--- src/rtl/alu_result_buffer.sv ---
// ALU output stage: computes N/Z/C/V flags on capture, buffers results in a 2-entry FIFO
// with valid/ready hand-off to write-back, and keeps a sticky overflow flag.
module alu_result_buffer #(
   parameter int unsigned Nbits = 4
) (
   input  logic             CLK,
   input  logic             RST,
   input  logic             IN_VALID,
   output logic             IN_READY,
   input  logic [Nbits-1:0] RESULT,
   input  logic             CARRY_IN,
   input  logic             OVF_IN,
   output logic             OUT_VALID,
   input  logic             OUT_READY,
   output logic [Nbits-1:0] RES_Q,
   output logic [3:0]       FLAGS_Q,
   output logic [1:0]       COUNT,
   output logic             STICKY_V,
   input  logic             CLR_STICKY
);

   localparam int unsigned EntryW = Nbits + 4;

   logic [EntryW-1:0] r_mem [2];
   logic              r_wptr;
   logic              r_rptr;
   logic [1:0]        r_count;
   logic              r_sticky;

   logic              w_push;
   logic              w_pop;
   logic [EntryW-1:0] w_entry;
   logic [EntryW-1:0] w_head;

   // Ready looks only at the registered count, so a full buffer stalls one cycle after a pop.
   assign IN_READY  = (r_count != 2'd2);
   assign OUT_VALID = (r_count != 2'd0);
   assign w_push    = IN_VALID & IN_READY;
   assign w_pop     = OUT_VALID & OUT_READY;

   assign w_entry = {RESULT, RESULT[Nbits-1], (RESULT == '0), CARRY_IN, OVF_IN};
   assign w_head  = r_mem[r_rptr];

   assign RES_Q    = OUT_VALID ? w_head[EntryW-1:4] : '0;
   assign FLAGS_Q  = OUT_VALID ? w_head[3:0] : 4'b0000;
   assign COUNT    = r_count;
   assign STICKY_V = r_sticky;

   always_ff @(posedge CLK) begin
      if (RST) begin
         r_mem[0] <= '0;
         r_mem[1] <= '0;
         r_wptr   <= 1'b0;
         r_rptr   <= 1'b0;
         r_count  <= 2'd0;
         r_sticky <= 1'b0;
      end else begin
         if (w_push) begin
            r_mem[r_wptr] <= w_entry;
            r_wptr        <= ~r_wptr;
         end
         if (w_pop) begin
            r_rptr <= ~r_rptr;
         end
         case ({w_push, w_pop})
            2'b10:   r_count <= r_count + 2'd1;
            2'b01:   r_count <= r_count - 2'd1;
            default: r_count <= r_count;
         endcase
         // A set from a popped overflow entry wins over a same-cycle clear.
         if (w_pop && w_head[0]) begin
            r_sticky <= 1'b1;
         end else if (CLR_STICKY) begin
            r_sticky <= 1'b0;
         end
      end
   end

endmodule

--- config.mk ---
export PLATFORM = sky130hd
export DESIGN_NAME = alu_result_buffer
export DESIGN_NICKNAME = d
export VERILOG_FILES = /design/src/rtl/alu_result_buffer.sv
export SDC_FILE = /design/constraint.sdc
export NUM_CORES = 1
export LEC_CHECK = 0
export ABC_CLOCK_PERIOD_IN_PS = 2000
export CORE_MARGIN = 10
export CORE_UTILIZATION = 43
export DETAILED_ROUTE_END_ITERATION = 7
export PLACE_DENSITY = 0.72
export SYNTH_ARGS = -nofsm -noshare
export SYNTH_HDL_FRONTEND = slang
export SYNTH_SLANG_ARGS = --single-unit
--- constraint.sdc ---
create_clock -name CLK -period 2 [get_ports CLK]
set_input_delay 0.2 -clock CLK [delete_from_list [all_inputs] [get_ports CLK]]
set_output_delay 0.2 -clock CLK [all_outputs]
set_load 0.03 [all_outputs]
# Yosys cells after proc, flatten, opt, wreduce, memory -nomap -nowiden
# Memories as Yosys holds them, arrays and structs flattened. A register that Yosys moved wholly into a read port is not among the register bits.
# Index checks and enable logic that the tools add are counted.
# totals
ramBits,16
mem_count,1
reg_bits,5
word_cells,35
in_bits,11
out_inout_bits,13
# classes
n_eq_ne,3
n_addsub,2
n_reduce_logical,6
muxes,15
bitwise_logic,4
# mem_list
memory,depth,word_bits,rd,rd_clocked_by_memory_dff,write_ports,line,rtl
r_mem,2,8,1,1,2,24,logic [EntryW-1:0] r_mem [2];
# op_table
cell,n
1-bit 2-to-1 mux,11
4-bit 2-to-1 mux,2
8-bit 2-to-1 mux,1
8-bit OR reduction,1
2-bit nonzero test,3
4-bit zero test,1
2-bit case mux with 2 select lines,1
"2-bit by 1-bit adder with 2-bit output, second input constant",1
1-bit AND,2
"2-bit by 1-bit == test with 1-bit output, second input constant",1
"2-bit == test, second input constant",1
"2-bit inequality test, second input constant",1
1-bit NOT,2
"2-bit by 1-bit subtractor with 2-bit output, second input constant",1
1-bit logical AND,1

# Depth between registers and ports, before layout
# logic_depth
word_depth,7
depth_mapped,7

# Worst setup path before layout
# Ideal clock, no wire load.
# synth_timing
kind,reg-to-reg
from,register r_count[1] (netlist: COUNT[1])
to,register r_count[1] (netlist: COUNT[1])
synth_period_minus_slack_ns,2.019
setup_time_ns,0.070
path_slack_ns,-0.019
path_stages_with_launch,7
t_required_ns,1.930
arrival_time_ns,1.948
cell_sequence,dfxtp_1 > nor2b_1 > inv_1 > nand2_1 > ha_1 > or3_1 > a21oi_1
# synth_between
elab_chain_len,4
# synth_rtl
item,line,rtl
start: declaration,27,logic [1:0] r_count;
start signal: assignment,66,2'b10: r_count <= r_count + 2'd1;
start signal: assignment,67,2'b01: r_count <= r_count - 2'd1;
start signal: assignment,68,default: r_count <= r_count;
2-bit inequality test *,36,assign IN_READY = (r_count != 2'd2);
named net IN_READY,9,"output logic IN_READY,"
1-bit AND *,38,assign w_push = IN_VALID & IN_READY;
2-bit by 1-bit == test with 1-bit output or 2-bit == test (tied branches),65,"case ({w_push, w_pop})"
2-bit case mux with 2 select lines or 2-bit nonzero test (tied branches),--,
# The timed path passes the listed nets; every way through them passes the cells marked *.
# A chain may end at the register's enable or synchronous reset.

# Final worst setup path
# layout_timing
from,register r_count[0] (netlist: COUNT[0])
to,output port OUT_VALID
# layout_between
elab_chain_len,1
# layout_rtl
item,line,rtl
2-bit nonzero test,37,assign OUT_VALID = (r_count != 2'd0);
end: declaration,13,"output logic OUT_VALID,"
# No other way between the ends.

==> reports/summary.md <==
The run finished with clean final reports. The most critical setup path has its startpoint at COUNT[0]. Setup violations remaining at the end of the flow were counted as 0.

For the pin with the worst max-slew slack, the measured transition is 0.4883 ns. The number of cell instances on the worst register-to-register path is 5, and the synthesized area per cell is 11.37 um2. The run gives 0 as the initial antenna violation count.

In this run, the number of DRC markers left after iteration 0 of detailed routing was 12. Ranked by total cell area, the synthesized netlist is headed by edfxtp_1, dfxtp_1, and2_1, mux2i_1, nor2_1. The top-level I/O count came out at 24. Last weighted congestion value of the routability-driven placer: 0.7272. Number of hold violations in the final report: 0. For the total CTS buffers, the log shows 3.

The post-synthesis instance area is 920.9 um2, and the iteration count of the initial detailed-routing pass is 4. The synthesized design devotes to its leading area cell type 45.65% of total area. Power density of the placed cells: 1316 nW/um2. The analysis attributes to cell leakage a power of 0.5985 nW. The reg-to-reg startpoint was COUNT[0]. The synthesized design contains 14 enable-type register cells. The critical path goes through nor2_2 > inv_1 > clkdlybuf4s50_1.

Wire length of the first global-routing pass: 2891 um. Buffers placed on the I/O ports in this run total 23. VDD sags by at most 839.7 uV.

Sequential cells were found to cover 58.70% of the synthesized design area. TritonCTS built the clock tree. The average wire per standard cell works out to 13.64 um. Final-stage net count: 119.

The tool flagged a number of max-cap violations equal to 0. Along the worst path, the maximum fanout reaches 8. In this run the post-CTS setup repair buffer count came out at 0. Cell type group with the largest total delay on the critical path: buffers and inverters.

Setup slack on the worst reg-to-reg path comes out at 0.24 ns. For the area of the die, the log shows 4392 um2. The terminus of the critical flop-to-flop path was COUNT[1]. The initial cell density of the core was 46.00%; the clock skew after layout was 0.002780 ns. After floorplanning, the core was sized to cover 2002 um2. The floorplan has 16 rows.

Leaving out fill and tap cells, the most frequent cell in the layout is clkdlybuf4s50_1. Of the cells placed in the final design, the portion with a size suffix greater than 1 is 11.32%. In the synthesized netlist the dominant register cell turns out to be edfxtp_1. The kind of end point of the critical path was an output pin. Dividing the detail-routed via count by the number of cells gives 4.947. The logs give 0.08697 ns for the final critical-path setup slack and 20 for the CTS sink count. The tools report the terminating pin of the worst hold path as COUNT[1]. The global-route total usage across every layer is 8.476%. The die is 66.28 um wide.

The number of global-route vias before repair came out at 667. Cell taking the most area after synthesis: edfxtp_1. The root buffer cell chosen for the clock tree is clkbuf_4.

The total overflow left after global routing is 0. Measured against its own limit, the worst slew margin works out to 67.18%. The H-tree depth is 1, and the part of the cycle the worst path needs is 95.65%.

The area growth from synthesis to layout is 36.41%, and the minimum setup slack after placement is 0.2033 ns. The netlist uses 24 different library cells. Total non-filler cell area in the finished layout: 1256 um2. The slowest stage of the critical path is the clkdlybuf4s50_1 cell. The number of antenna diodes is 0. The critical path contains buffers and inverters numbering 2 combined.

The total number of vias is 658. The quantity of hold-fixing buffers added after cts came out at 0. The clock reaches the later pin of the worst-skew pair after 0.30 ns. STA classifies the critical path startpoint as a flip-flop. The tools report the fmax as 0.5227 GHz. Total of flip-flops plus latches after synthesis: 20.

For the number of max-slew violations in the final report, the log shows 0. After legalization and detailed placement, the total HPWL measured 1387 um. The critical path is of the flip-flop to output pin type. Counting flops with an async set or reset pin after synthesis yields a share of 0%. In this run the most critical hold path is launched from COUNT[1].

Along the worst hold path, the cell count comes to 2. Setup repair after global routing could not meet its margin everywhere. For this run, the slowest stage of the critical path takes 0.61 ns.

The number of nets in the synthesized netlist is 93. Worst endpoint data arrival time: 1.71 ns. The logs give 2 for the maximum clock insertion buffer count and 13 for the largest net degree at the start of global routing. In the layout the commonest cells are clkdlybuf4s50_1, edfxtp_1, and2_1. In the routed design, unresolved DRC markers number 0. During synthesis, Yosys emitted a total of 0 warnings.

The required time at the endpoint of the critical path is 1.80 ns, and the residual antenna-violating net count after detailed routing is 0. The post-detailed-placement cell area came out at 1177 um2. The total wire length after detailed routing is 1814 um, and the shortest period the worst path allows is 1.913 ns.

Clock-pin slew was measured on the worst setup and hold paths at 0.11 ns. The cell count after synthesis came out at 81. The type of the tightest min-delay check was flip-flop to flip-flop. The die boundary height was 66.28 um.
==> logic make-up after synthesis <==
| kind of cell | after synthesis | share of synthesized area, % |
|---|---|---|
| buffers and inverters | 9 | 4.211 |
| flip-flops | 20 | 58.70 |
| XOR/XNOR | 3 | 2.854 |
| AND/OR/NAND/NOR | 35 | 21.87 |
| multiplexers | 7 | 7.609 |
| AO/OA/AOI/OAI | 6 | 3.397 |
| adder cells (fa/ha/maj) | 1 | 1.358 |
==> area by class of cell <==
class | count | area, um2
clock buffers | 3 | 22.52
clock inverters | 1 | 30.03
fillers | 182 | 745.7
inverters | 6 | 22.52
multi-input cells | 52 | 346.6
flip-flops and latches | 20 | 543.0
well taps | 27 | 33.78
repair buffers | 24 | 257.7
==> what timing repair did <==
item,in CTS,in global routing
endpoints found under the hold margin,0,0
setup endpoints to repair,9,9
gates resized for setup,2,9
pin swaps,0,0
==> synthesized netlist by cell type (2+ instances only) <==
| master | number |
|---|---|
| a21oi_1 | 2 |
| and2_1 | 12 |
| dfxtp_1 | 6 |
| edfxtp_1 | 14 |
| inv_1 | 6 |
| mux2i_1 | 7 |
| nor2_1 | 11 |
| nor2b_1 | 2 |
| nor4_1 | 2 |
| nor4_2 | 2 |
| o21ai_0 | 3 |
| xor2_1 | 2 |
==> worst max path at each step <==
stage                      to  depth (start not counted)
floorplan            COUNT[1]                          6
global placement     COUNT[1]                          6
detailed placement   COUNT[1]                          6
CTS                  IN_READY                          3
global route        OUT_VALID                          3
finish              OUT_VALID                          3
==> worst min-delay path, cell delays in order, from the launching register on <==
cell	delay, ns
dfxtp_2	0.36
o21ai_0	0.07
a21oi_1	0.06
==> power breakdown <==
group,switching [W],internal [W]
sequential,0.0000783,0.000533
clock,0.000120,0.000203
combinational,0.000421,0.000299
total,0.000619,0.00103
==> metrics by stage <==
stage	hold WS (ns)	TNS (ns)	utilization (%)	total power [W]	instances
2_1_floorplan	0.3856	0	-	0.001071	81
3_3_place_gp	0.4876	0	58.81	0.001333	129
3_5_place_dp	0.4918	0	58.81	0.001349	129
4_1_cts	0.5175	0	61.63	0.001677	133
5_1_grt	0.5383	-0.01929	62.75	0.001744	133
6_report	0.5164	0	62.75	0.001653	133
==> state kept, by name (all words and copies together) (netlist names), named ones only <==
name	cells
r_rptr	1
r_wptr	1
COUNT	2
r_mem	14
STICKY_V	1
==> metal layers <==
layer | share of wire, % | track usage [%] | routed length (um)
met1 | 41 | 8.674 | 742
met2 | 52 | 14.59 | 939
met3 | 6.9 | 4.576 | 125
met4 | 0.44 | 2.356 | 8
met5 | 0 | 0 | 0
(Power assumes the default switching activity.)
